`src/rtl/cg_iteration_sequencer.sv`:
```
// Purpose : sequences conjugate-gradient iterations (mXv -> vXv -> residual save -> check) for main_alu.
// Latency : 1 cycle from go / finish input to the next state; every output is registered.
// Backpressure: RUN states wait for the ALU finish level; optional watchdog via `CG_TIMEOUT_EN`.
module cg_iteration_sequencer #(
  parameter int number_of_clusters        = 40,
  parameter int memory_read_address_width = 20,
  parameter int max_iterations            = 1000,
  parameter int iter_width                = 16,
  parameter int timeout_cycles            = 65535
) (
  input  logic                                 clk,
  input  logic                                 reset,
  input  logic                                 go,
  input  logic                                 mXv1_finish,
  input  logic                                 vXv1_finish,
  input  logic                                 finish_all,
  output logic                                 reset_mXv1,
  output logic                                 reset_vXv1,
  output logic [memory_read_address_width-1:0] memoryR_read_address,
  output logic                                 memoryRprev_we,
  output logic                                 busy,
  output logic                                 done,
  output logic                                 converged,
  output logic [iter_width-1:0]                iteration_count,
  output logic                                 error
);

  localparam int AW = memory_read_address_width;
  localparam logic [AW-1:0]         ADDR_LAST = AW'(number_of_clusters - 1);
  localparam logic [iter_width-1:0] ITER_CAP  = iter_width'(max_iterations);

  typedef enum logic [2:0] {
    S_IDLE, S_MXV_RST, S_MXV_RUN, S_VXV_RST, S_VXV_RUN, S_SAVE_R, S_CHECK, S_DONE
  } state_e;

  state_e                state_q, state_d;
  logic [AW-1:0]         addr_q, addr_d;
  logic [iter_width-1:0] iter_q, iter_d, iter_inc;
  logic                  conv_q, conv_d;
  logic                  rst_m_q, rst_v_q, we_q, busy_q, done_q;

`ifdef CG_TIMEOUT_EN
  // Counter only needs to hold 0..timeout_cycles-1; hitting the last value fires the watchdog.
  localparam int TW = (timeout_cycles > 1) ? $clog2(timeout_cycles) : 1;
  localparam logic [TW-1:0] TMO_LAST = TW'(timeout_cycles - 1);
  logic [TW-1:0] tmo_q, tmo_d;
  logic          err_q, err_d;
`endif

  // Next-state logic: phase sequencing, residual sweep, iteration bookkeeping.
  always_comb begin
    state_d  = state_q;
    addr_d   = addr_q;
    iter_d   = iter_q;
    conv_d   = conv_q;
    iter_inc = (iter_q == '1) ? iter_q : iter_q + iter_width'(1);
`ifdef CG_TIMEOUT_EN
    tmo_d    = tmo_q;
    err_d    = err_q;
`endif
    case (state_q)
      S_IDLE: begin
        if (go) begin
          iter_d  = '0;
          conv_d  = 1'b0;
`ifdef CG_TIMEOUT_EN
          err_d   = 1'b0;
`endif
          state_d = S_MXV_RST;
        end
      end
      S_MXV_RST: begin
`ifdef CG_TIMEOUT_EN
        tmo_d   = '0;
`endif
        state_d = S_MXV_RUN;
      end
      S_MXV_RUN: begin
        if (mXv1_finish) begin
          state_d = S_VXV_RST;
`ifdef CG_TIMEOUT_EN
        end else if (tmo_q == TMO_LAST) begin
          err_d   = 1'b1;
          state_d = S_DONE;
        end else begin
          tmo_d   = tmo_q + TW'(1);
`endif
        end
      end
      S_VXV_RST: begin
`ifdef CG_TIMEOUT_EN
        tmo_d   = '0;
`endif
        state_d = S_VXV_RUN;
      end
      S_VXV_RUN: begin
        if (vXv1_finish) begin
          addr_d  = '0;
          state_d = S_SAVE_R;
`ifdef CG_TIMEOUT_EN
        end else if (tmo_q == TMO_LAST) begin
          err_d   = 1'b1;
          state_d = S_DONE;
        end else begin
          tmo_d   = tmo_q + TW'(1);
`endif
        end
      end
      S_SAVE_R: begin
        if (addr_q == ADDR_LAST) begin
          addr_d  = '0;
          state_d = S_CHECK;
        end else begin
          addr_d  = addr_q + AW'(1);
        end
      end
      S_CHECK: begin
        iter_d = iter_inc;
        if (finish_all) begin
          conv_d  = 1'b1;
          state_d = S_DONE;
        end else if (iter_inc == ITER_CAP) begin
          state_d = S_DONE;
        end else begin
          state_d = S_MXV_RST;
        end
      end
      S_DONE:  state_d = S_IDLE;
      default: state_d = S_IDLE;
    endcase
  end

  // State and registered outputs; strobes are decoded from the next state so they align with it.
  always_ff @(posedge clk or negedge reset) begin
    if (!reset) begin
      state_q <= S_IDLE;
      addr_q  <= '0;
      iter_q  <= '0;
      conv_q  <= 1'b0;
      rst_m_q <= 1'b1;
      rst_v_q <= 1'b1;
      we_q    <= 1'b0;
      busy_q  <= 1'b0;
      done_q  <= 1'b0;
    end else begin
      state_q <= state_d;
      addr_q  <= addr_d;
      iter_q  <= iter_d;
      conv_q  <= conv_d;
      rst_m_q <= (state_d != S_MXV_RUN);
      rst_v_q <= (state_d != S_VXV_RUN);
      we_q    <= (state_d == S_SAVE_R);
      busy_q  <= (state_d != S_IDLE);
      done_q  <= (state_d == S_DONE);
    end
  end

`ifdef CG_TIMEOUT_EN
  // Watchdog counter and sticky error flag.
  always_ff @(posedge clk or negedge reset) begin
    if (!reset) begin
      tmo_q <= '0;
      err_q <= 1'b0;
    end else begin
      tmo_q <= tmo_d;
      err_q <= err_d;
    end
  end
  assign error = err_q;
`else
  logic unused_timeout_cfg;
  assign unused_timeout_cfg = ^timeout_cycles;
  assign error              = 1'b0;
`endif

  assign reset_mXv1           = rst_m_q;
  assign reset_vXv1           = rst_v_q;
  assign memoryR_read_address = addr_q;
  assign memoryRprev_we       = we_q;
  assign busy                 = busy_q;
  assign done                 = done_q;
  assign converged            = conv_q;
  assign iteration_count      = iter_q;

endmodule

```
`config.mk`:
```
export PLATFORM = sky130hd
export DESIGN_NAME = cg_iteration_sequencer
export DESIGN_NICKNAME = d
export VERILOG_FILES = /design/src/rtl/cg_iteration_sequencer.sv
export SDC_FILE = /design/constraint.sdc
export NUM_CORES = 1
export LEC_CHECK = 0
export ABC_AREA = 1
export CAP_MARGIN = 15
export CORE_ASPECT_RATIO = 0.5
export CORE_UTILIZATION = 45
export DETAILED_ROUTE_END_ITERATION = 6
export PLACE_DENSITY = 0.68
export SYNTH_ARGS = -nofsm -noshare
export SYNTH_HDL_FRONTEND = slang
export SYNTH_SLANG_ARGS = --single-unit
```
`constraint.sdc`:
```
create_clock -name clk -period 3.9 [get_ports clk]
set_input_delay 0.78 -clock clk [delete_from_list [all_inputs] [get_ports clk]]
set_output_delay 0.78 -clock clk [all_outputs]
set_load 0.01 [all_outputs]
```
Word level (Yosys, flattened, before mapping)
Index checks and enable logic that the tools add are counted.

Memories: 0. Bits in registers: 45. Word-level logic and storage cells: 51. Bits in writable memories: 0. ROM bits: 0. Latch bits: 0.

Multiply operators: 0. Bitwise gates (word level): 0. Muxes and demuxes: 16. Shifts and indexed selects: 0. Eq/ne operators: 17. Reduce and logical (&&, ||, !) cells: 7. Divide/modulo/power cells: 0. Add/sub/neg operators: 2. Magnitude comparators: 0.

Operators with widths (count): $mux W20 (2); $pmux W20 S2 (1); $mux W16 (2); $pmux W16 S2 (1); $pmux W3 S8 (1); $add A20 B1 Y20 const B (1); $eq A20 B6 Y1 const B (1); $eq A3 B3 Y1 const B (6); $mux W3 (6); $add A16 B1 Y16 const B (1); $eq A16 B10 Y1 const B (1); $eq A16 B16 Y1 const B (1); $eq A3 B2 Y1 const B (2); $ne A2 B2 Y1 const B (3); $reduce_and A2 Y1 (2); $reduce_bool A2 Y1 (2); $eq A3 B1 Y1 const B (1); $logic_not A3 Y1 (1); $ne A3 B2 Y1 const B (1); $ne A3 B3 Y1 const B (1); $reduce_and A3 Y1 (1); $reduce_bool A3 Y1 (1); $mux W1 (2); $pmux W1 S2 (1).

Logic depth before layout (Yosys ltp)
Gate-level depths: netlist (run 1).

Depth in word-level cells: 7. Depth in mapped cells: 15. Gate-level depth less buffers: 15.

Worst setup path before layout (run 1)
Ideal clock, no wire load.

Kind: register to register. Start point: reg iter_q[0], in the netlist iteration_count[0]. End point: reg rst_m_q, in the netlist reset_mXv1. Path buffers: 1. Cell stages (with the launch flop): 16. Slack: 1918 ps. Required time: 3808 ps. Data arrival time: 1890 ps. Cells stage by stage: dfrtp_1 -> ha_1 -> inv_1 -> nor2_4 -> nand2_4 -> nor2_4 -> buf_6 -> nand2_2 -> nand2_2 -> nand3_1 -> nor2_1 -> nand3_1 -> nand2_1 -> nand2_2 -> nand2_2 -> nand3_1.

Cells in the longest elaborated chain, start to end: 7. Elaborated cells on any way between the ends: 8. Those cells by class: add/sub (1); eq/ne (3); mux (4).

RTL lines: from (decl) (RTL line 38) `logic [iter_width-1:0] iter_q, iter_d, iter_inc;`; from (signal assigned) (RTL line 148) `iter_q <= iter_d;`; $add A16 B1 Y16 or $eq A16 B16 Y1 (tied branches) (RTL line 56) `iter_inc = (iter_q == '1) ? iter_q : iter_q + iter_width'(1);`; $mux W16 * (RTL line 56); $eq A16 B10 Y1 * (RTL line 122) `end else if (iter_inc == ITER_CAP) begin`; $mux W3 * (RTL line 122); $mux W3 * (RTL line 119) `if (finish_all) begin`; $pmux W3 S8 * (RTL line 61) `case (state_q)`; net state_d[1] (RTL line 36) `state_e state_q, state_d;`; $ne A3 B2 Y1 * (RTL line 150) `rst_m_q <= (state_d != S_MXV_RUN);`; to (signal assigned) (RTL line 150); to (decl) (RTL line 40) `logic rst_m_q, rst_v_q, we_q, busy_q, done_q;`.

The timed path passes the listed nets; every way through them passes the cells marked *. A chain may end at the register's enable or synchronous reset.

Final worst setup path (run 1)
Start point: reg iter_q[0], in the netlist iteration_count[0]. End point: reg rst_v_q, in the netlist reset_vXv1.

Cells in the longest elaborated chain, start to end: 7. Elaborated cells on any way between the ends: 8. Those cells by class: add/sub (1); eq/ne (3); mux (4).

RTL lines: $add A16 B1 Y16 or $eq A16 B16 Y1 (tied branches) (RTL line 56); $mux W16 * (RTL line 56); $eq A16 B10 Y1 * (RTL line 122); $mux W3 * (RTL line 122); $mux W3 * (RTL line 119); $pmux W3 S8 * (RTL line 61); net state_d[2] (RTL line 36); $ne A3 B3 Y1 * (RTL line 151) `rst_v_q <= (state_d != S_VXV_RUN);`; to (signal assigned) (RTL line 151); to (decl) (RTL line 40).

Marks and branches as above.

==> impl_metrics.toml, run 1 <==
[outcome]
status = "complete, no violations"

[worst_setup_path]
crit_chain = "ha_1 -> inv_1 -> nor2_4 -> nand2_4 -> nor2_4 -> inv_1 -> o21ai_0 -> nand2_1 -> nor2_1 -> nand3_1 -> nand3_1 -> nand2_1 -> clkinv_1 -> nand3_1"
path_common_cell = "nand3_1"
required_ns = 4.10
cp_data_arrival_time_ns = 2.65
reg2reg_depth = 14
crit_fanout = 12
path_class = "reg2reg"
slowest_stage = "dfrtp_1"
crit_buf_inv = 3
slowest_delay_ns = 0.49
setup.worst_path.start_class = "flip-flop"
critPathTopFamily = "simple AND/OR/NAND/NOR gates"
path_depth = 14
end_kind = "flip-flop"

[global_routing]
grt_pass1_vias = 2594
grt_pass1_wl_um = 11900
gr-total-overflow = 0
grt_max_degree = 46
antenna_found_initial = 0
grt.total_usage_pct = 23.7

[floorplanning]
rows = 19
chipHeight_um = 57.4
die_area_um2 = 6470
start_util_pct = 48.4
core_um2 = 5710
io_pins = 49
fp.dieW_um = 113

[power]
p_per_area_nw_per_um2 = 667
total_power_mw = 2.28
leakage_nw = 1.52
vdd_drop_max_mv = 0.335

[routing]
vias_per_cell = 5.38
drt.antenna.violating_nets = 0
wirelength_um = 7080
dr_total_vias = 2756
drt_iter0_drc = 148
drt_pass1_iterations = 5
drc = 0
wl_per_cell_um = 13.8

[synthesis]
synth_ff_type = "dfrtp_1"
postSynthAreaPerCell_um2 = 7.08
async_flop_share_pct = 100
syn_nets = 398
synth_top_area_share_pct = 39.0
yosysWarnings = 0
synth_common_cells = "nand2_1, inv_1, dfrtp_1, nor2_1, nand3_1"
synth-seq-cells = 45
syn_area_um2 = 2760
syn_inst = 390
yosysMostFrequentCell = "nand2_1"
ys_types = 32
synth_area_leaders = "dfrtp_1, nand2_1, inv_1, nand3_1, o21ai_0"
ys_seq_area_share_pct = 40.9
synth_top_area_cell = "dfrtp_1"
synth_edf_count = 0

[sta]
slew_headroom_pct = 34.1
tns_ns = 0
final_max_slew_viol_count = 0
setup_violations = 0
holdWs_ns = 0.493
hold_viol = 0
rsz0062_at_grt = "no"
tightest_slew_ns = 0.988
finalClockSkew_ns = 0.00472
fin_crit_sh_pct = 62.7
finalCriticalPeriod_ns = 2.45
clock.fmax_mhz = 409

[clock_network]
clock_latency_ns = 0.29
cts-buffers-inserted = 5
post_cts_resized = 0
root_buffer = "clkbuf_16"
clock-sinks = 45
cts_htree_levels = 2
cts.clk_slew.worst_paths_ns = 0.06
cts_buffer_depth = 2
post_cts_buffers = 0
postCtsHoldBufs = 0
cts_tree = "built"

[placed_design]
dp_cells = 504
gp_congestion = 0.936
hpwl_um = 5180
io_buffer_count = 47

[cells_and_area]
layoutNonFillerInstCount = 512
area_growth_pct = 23.8
diodes = 0
layout-drive-gt1-share_pct = 6.15
final_nets = 446

[job]
max-cap-violations = 0

[min_path]
hp-class = "reg2reg"
hold_depth = 2
-- flip-flops by register name, indices dropped and copies added, names as in the netlist --
name                  count
reset_mXv1                1
memoryR_read_address     20
memoryRprev_we            1
reset_vXv1                1
done                      1
state_q                   3
busy                      1
converged                 1
iteration_count          16
-- cells by family after synthesis --
family,Yosys count,share of synthesized area (%)
simple gates,205,34.3
buf+inv,71,10.1
compound gates,60,11.8
flops,45,40.9
xor+xnor,6,1.90
fa+ha+maj,2,0.906
other cells,1,0.136
-- tightest hold or removal path, cell delays in order, from the launching register on --
cell     delay (ns)
dfrtp_1        0.35
nand2_1        0.05
o21ai_0        0.06
-- per-layer routing --
| metal | global-route usage (%) | wire length, um |
|---|---|---|
| met5 | 0 | 0 |
| met4 | 7.24 | 46 |
| met3 | 7.12 | 308 |
| met2 | 38.4 | 3410 |
| met1 | 31.0 | 3310 |
-- per-stage QoR --
stage               cell area, um^2  util, %  setup WS, ns
global route                   3420     59.9          1.20
floorplan                      2760        -          1.92
finish                         3420     59.9          1.45
global placement               3280     57.5          1.45
CTS                            3420     59.9          1.48
detailed placement             3280     57.5          1.31
-- placed cells by master, fill, tap and decap left out --
cell type / count
nand3_1: 32
nor3_1: 10
o211ai_1: 1
clkbuf_1: 3
o21bai_1: 1
xor2_1: 6
nand4_1: 14
inv_1: 63
nor2_2: 5
ha_1: 2
clkinv_1: 1
nor2_4: 3
nor3_2: 1
clkdlybuf4s50_1: 46
o22ai_1: 16
nor2_1: 36
nor3_4: 1
nor4_1: 2
a21oi_1: 11
nand3b_1: 1
nand2_2: 7
dfstp_2: 2
o21ai_0: 31
inv_2: 1
dfrtp_1: 43
or2_0: 1
clkbuf_16: 5
buf_2: 1
conb_1: 1
nand2_1: 91
nand2_4: 1
-- final cells by class --
type / count / area (um^2)
clock buffers: 8 / 136
multi-input cells: 274 / 1350
flip-flops and latches: 45 / 1130
inverters: 65 / 244
repair buffers: 47 / 465
well taps: 73 / 91.3
fillers: 526 / 2290
-- where the power goes --
part | total (mW) | switching [mW] | leakage, nW | internal [mW]
Combinational | 1.03 | 0.579 | 0.860 | 0.455
Clock | 0.408 | 0.170 | 0.0652 | 0.238
Sequential | 0.840 | 0.205 | 0.599 | 0.634
Total | 2.28 | 0.954 | 1.52 | 1.33
-- worst paths after layout --
check	start	endpoint	slack, ns
max	iteration_count[0]	reset_vXv1	1.45
min	converged	converged	0.49
max reg2reg	iteration_count[0]	reset_vXv1	1.45
min reg2reg	converged	converged	0.49
max in group asynchronous	reset	iteration_count[4]	2.63
min in group asynchronous	reset	memoryR_read_address[11]	0.65
Note: power is estimated with default switching activity, not from simulation.
==> run 2: changes to the inputs <==
==> constraint.sdc (replaced) <==
create_clock -name clk -period 2.3 [get_ports clk]
set_input_delay 0.46 -clock clk [delete_from_list [all_inputs] [get_ports clk]]
set_output_delay 0.46 -clock clk [all_outputs]
set_load 0.01 [all_outputs]
==> impl_metrics.toml, run 2 (synthesis gave the netlist of run 1 again) <==
[outcome]
status = "complete, no violations"

[routing]
wirelength_um = 7360
dr_total_vias = 2852
drt_iter0_drc = 136
wl_per_cell_um = 14.1
vias_per_cell = 5.45
drt.antenna.violating_nets = 0
drt_pass1_iterations = 4
drc = 0

[global_routing]
grt_pass1_wl_um = 12200
gr-total-overflow = 0
grt.total_usage_pct = 24.4
grt_pass1_vias = 2635
antenna_found_initial = 0
grt_max_degree = 26

[power]
p_int_mw = 2.44
p_switching_mw = 1.66
total_power_mw = 4.10
switching_share_pct = 40.5
vdd_drop_max_mv = 0.529
leakage_nw = 1.61
p_per_area_nw_per_um2 = 1150
comb_power_share_pct = 44.5
seqPwrFrac_pct = 34.5
clkPwrFrac_pct = 20.9

[floorplanning]
core_um2 = 5710
fp.dieW_um = 113
rows = 19
die_area_um2 = 6470
start_util_pct = 48.4
chipHeight_um = 57.4
io_pins = 49

[clock_network]
clock_latency_ns = 0.29
cts_tree = "built"
root_buffer = "clkbuf_16"
cts_htree_levels = 2
cts-buffers-inserted = 5
cts_buffer_depth = 2
clock-sinks = 45
cts.clk_slew.worst_paths_ns = 0.06

[sta]
finalClockSkew_ns = 0.00383
fin_crit_sh_pct = 91.2
finalCriticalPeriod_ns = 2.10
setup_violations = 0
tightest_slew_ns = 0.580
clock.fmax_mhz = 477
slew_headroom_pct = 61.3
hold_viol = 0
holdWs_ns = 0.161
final_max_slew_viol_count = 0

[worst_setup_path]
crit_fanout = 8
required_ns = 2.51
reg2reg_depth = 14
cp_data_arrival_time_ns = 2.31
setup.worst_path.start_class = "flip-flop"
path_class = "reg2reg"
end_kind = "flip-flop"

[cells_and_area]
final_common_cell = "nand2_1"
diodes = 0
area_growth_pct = 28.7
largest_reg_flops = 20
layout-drive-gt1-share_pct = 9.56
final_nets = 457
final_cell_mix = "nand2_1, inv_1, clkdlybuf4s50_1"

[placed_design]
gp_congestion = 0.933
hpwl_um = 5320
io_buffer_count = 47

[job]
max-cap-violations = 0

[min_path]
hp-class = "in2async"
## run 2: cell count changes in the layout (fill, tap and decap cells not counted), sizes merged
cell    previous run  this run
buf                1        12
clkbuf             8         7
bufinv             0         1
## run 2: critical path, stage by stage, from the launching register on
cell     delay, ns
dfrtp_1       0.40
ha_2          0.25
inv_1         0.08
nor2_4        0.16
nand2_4       0.09
nor2_4        0.19
inv_1         0.13
o21ai_0       0.10
nand2_1       0.08
nor2_1        0.11
nand3_1       0.10
nand2_1       0.11
nand2_2       0.06
nand2_2       0.07
nand3_1       0.07
## run 2: stage by stage
step	instances	area [um^2]	setup WS (ns)	setup TNS, ns	utilization (%)
6_report	523	3550	0.202	0	62.3
5_1_grt	523	3550	-0.0103	-0.0103	62.3
2_1_floorplan	390	2760	0.318	0	-
3_5_place_dp	512	3340	0.0918	0	58.6
4_1_cts	520	3520	0.0671	0	61.6
3_3_place_gp	512	3340	0.187	0	58.6
## run 2: cell type report
cell class	instances	area (um^2)
repair buffers	58	548
inverters	65	244
clock buffers	7	143
fillers	529	2150
multi-input cells	274	1370
clock inverters	1	30.0
well taps	73	91.3
flip-flops and latches	45	1130
## run 2: layer usage
layer  global-route usage (%)  vias to the layer above  part of all wire, %
met5                        0                        -                    0
met4                     10.3                        0                  1.5
met3                     4.68                        9                  5.0
met2                     40.2                       89                   46
met1                     32.0                     1368                   47
li1                         -                     1386                    -
## run 2: final timing paths
path	end	start	slack, ns
worst max-delay path	reset_mXv1	iteration_count[1]	0.20
worst min-delay path	memoryR_read_address[7]	reset	0.16
worst max register to register	reset_mXv1	iteration_count[1]	0.20
worst min register to register	converged	converged	0.49
max in group asynchronous	reset_mXv1	reset	1.49
min in group clk	converged	converged	0.49
## run 2: repair_timing
action | 4_1_cts | 5_1_grt
buffers inserted | 0 | 3
resized for setup | 0 | 4
endpoints found under the setup margin | 0 | 8
hold buffers | 0 | 0
## run 2: power by group through the flow
| stage | combinational [mW] | sequential, mW | clock (mW) |
|---|---|---|---|
| after CTS | 1.82 | 1.41 | 0.873 |
| final | 1.83 | 1.41 | 0.858 |
| after global routing | 2.02 | 1.47 | 0.901 |
| after global placement | 1.79 | 1.41 | 0 |
| after floorplan | 0.897 | 1.47 | 0 |
| after detailed placement | 1.81 | 1.42 | 0 |
==> run 3: changes to the inputs <==
--- a/config.mk
+++ b/config.mk
@@ -10,7 +10,8 @@
 export CORE_ASPECT_RATIO = 0.5
 export CORE_UTILIZATION = 45
 export DETAILED_ROUTE_END_ITERATION = 6
-export PLACE_DENSITY = 0.68
+export DONT_BUFFER_PORTS = 1
+export PLACE_DENSITY = 0.58
 export SYNTH_ARGS = -nofsm -noshare
 export SYNTH_HDL_FRONTEND = slang
 export SYNTH_SLANG_ARGS = --single-unit
==> impl_metrics.toml, run 3 (synthesis gave the netlist of run 1 again) <==
[sta]
hold_viol = 0
finalClockSkew_ns = 0.00620
rsz0062_at_grt = "no"
clock.fmax_mhz = 482
final_max_slew_viol_count = 0
fin_crit_sh_pct = 90.1
setup_violations = 0
finalCriticalPeriod_ns = 2.07
tns_ns = 0
worst_slack_ns = 0.227
holdWs_ns = 0.00447

[global_routing]
grt_pass1_wl_um = 12100
grt.total_usage_pct = 24.4
gr-total-overflow = 0
antenna_found_initial = 0
grt_pass1_vias = 2426
grt_max_degree = 44

[worst_setup_path]
r2r_end = "busy"
crit_buf_inv = 1
setup.worst_path.start_class = "flip-flop"
r2r-start = "iteration_count[8]"
cp_data_arrival_time_ns = 2.23
critPathTopFamily = "simple AND/OR/NAND/NOR gates"
required_ns = 2.46
crit_fanout = 7
crit_chain = "nand2_1 -> nor2_1 -> nand2_1 -> nor2_4 -> buf_4 -> nor3_1 -> nand3_1 -> nor2_1 -> nand3_1 -> nand2_1 -> a21oi_1 -> nand3_1"
end_kind = "flip-flop"
slowest_delay_ns = 0.46
slowest_stage = "dfrtp_2"
path_class = "reg2reg"
r2r_slack_ns = 0.23
reg2reg_depth = 12

[cells_and_area]
regArea_um2 = 1130
final_core_util_pct = 55.2
largest_reg_flops = 20
final_nets = 416
diodes = 0
fillCellCount = 545
area_growth_pct = 14.0
multiInputGateArea_um2 = 1370
layoutNonFillerInstCount = 482
final_cell_mix = "nand2_1, inv_1, dfrtp_1"
final_common_cell = "nand2_1"
layout-drive-gt1-share_pct = 12.2

[routing]
drt.antenna.violating_nets = 0
wl_per_cell_um = 14.9
vias_per_cell = 5.50
drt_pass1_iterations = 5
drc = 0
dr_total_vias = 2653
wirelength_um = 7180
drt_iter0_drc = 155

[power]
leakage_nw = 1.46
p_switching_mw = 1.61
vdd_drop_max_mv = 0.642
p_int_mw = 2.06
clkPwrFrac_pct = 22.3
seqPwrFrac_pct = 41.5
p_per_area_nw_per_um2 = 1170
comb_power_share_pct = 36.2
switching_share_pct = 44.0

[clock_network]
cts_htree_levels = 2
cts_buffer_depth = 2
cts-buffers-inserted = 5
clock_latency_ns = 0.29
clock-sinks = 45
root_buffer = "clkbuf_16"
cts.clk_slew.worst_paths_ns = 0.06
cts_tree = "built"
post_cts_buffers = 0

[floorplanning]
core_um2 = 5710
start_util_pct = 48.4
io_pins = 49
die_area_um2 = 6470
rows = 19
fp.dieW_um = 113
chipHeight_um = 57.4

[min_path]
hp-class = "in2async"

[placed_design]
gp_congestion = 0.950
dp_cells = 472
io_buffer_count = 0
hpwl_um = 5270
pre_cts_ws_ns = 0.0913

[job]
max-cap-violations = 0

[outcome]
status = "complete, no violations"
-- run 3: cell count changes in the layout (fill, tap and decap cells not counted), moves of 4 or more --
cell             change
clkdlybuf4s50_1     -46
dfrtp_1              -4
buf_4                +4
dfrtp_2              +4
-- run 3: routing by layer --
layer | routed length (um) | part of all wire (%) | global-route usage [%] | up-vias
li1 | - | - | - | 1317
met1 | 3370 | 47 | 32.9 | 1255
met2 | 3260 | 45 | 37.7 | 71
met3 | 441 | 6.1 | 7.01 | 10
met4 | 100 | 1.4 | 9.33 | 0
met5 | 0 | 0 | 0 | -
-- run 3: power groups by stage --
stage / Clock (mW) / Combinational [mW] / Sequential [mW]
global route: 0.872 / 1.51 / 1.57
finish: 0.819 / 1.33 / 1.52
detailed placement: 0 / 1.30 / 1.53
global placement: 0 / 1.28 / 1.52
floorplan: 0 / 0.897 / 1.47
CTS: 0.833 / 1.32 / 1.52
-- run 3: worst max-delay path by stage --
stage	startpoint	to	slack [ns]	cells after the start
floorplan	iteration_count[0]	reset_mXv1	0.32	15
global placement	memoryR_read_address[0]	memoryR_read_address[16]	0.07	11
detailed placement	memoryR_read_address[0]	memoryR_read_address[16]	0.09	11
CTS	memoryR_read_address[0]	memoryR_read_address[16]	0.04	11
global route	memoryR_read_address[1]	memoryR_read_address[16]	0.002	11
finish	iteration_count[8]	busy	0.23	12
-- run 3: what timing repair did --
action / 4_1_cts / 5_1_grt
endpoints found under the setup margin: 0 / 5
endpoints found under the hold margin: 43 / 2
gates resized for setup: 0 / 7
hold buffers: 1 / 1
-- run 3: metrics by stage --
step | instance area (um^2) | power (mW)
floorplan | 2760 | 2.37
global placement | 2930 | 2.81
detailed placement | 2930 | 2.82
CTS | 3120 | 3.67
global route | 3150 | 3.96
finish | 3150 | 3.67
-- run 3: worst register-to-register path: cells and delay by family, from the launching register on --
kind                   cells  cell delay (ns)
AND/OR/NAND/NOR           10             1.13
buffers and inverters      1             0.17
flip-flops                 1             0.46
AO/OA/AOI/OAI              1             0.17
-- run 3: final cells by class --
| type | count | share of cell area [%] |
|---|---|---|
| Multi-Input combinational cell | 274 | 43.4 |
| Sequential cell | 45 | 36.0 |
| Inverter | 65 | 7.75 |
| Timing Repair Buffer | 17 | 4.77 |
| Clock buffer | 6 | 4.09 |
| Tap cell | 73 | 2.90 |
| Clock inverter | 2 | 1.11 |
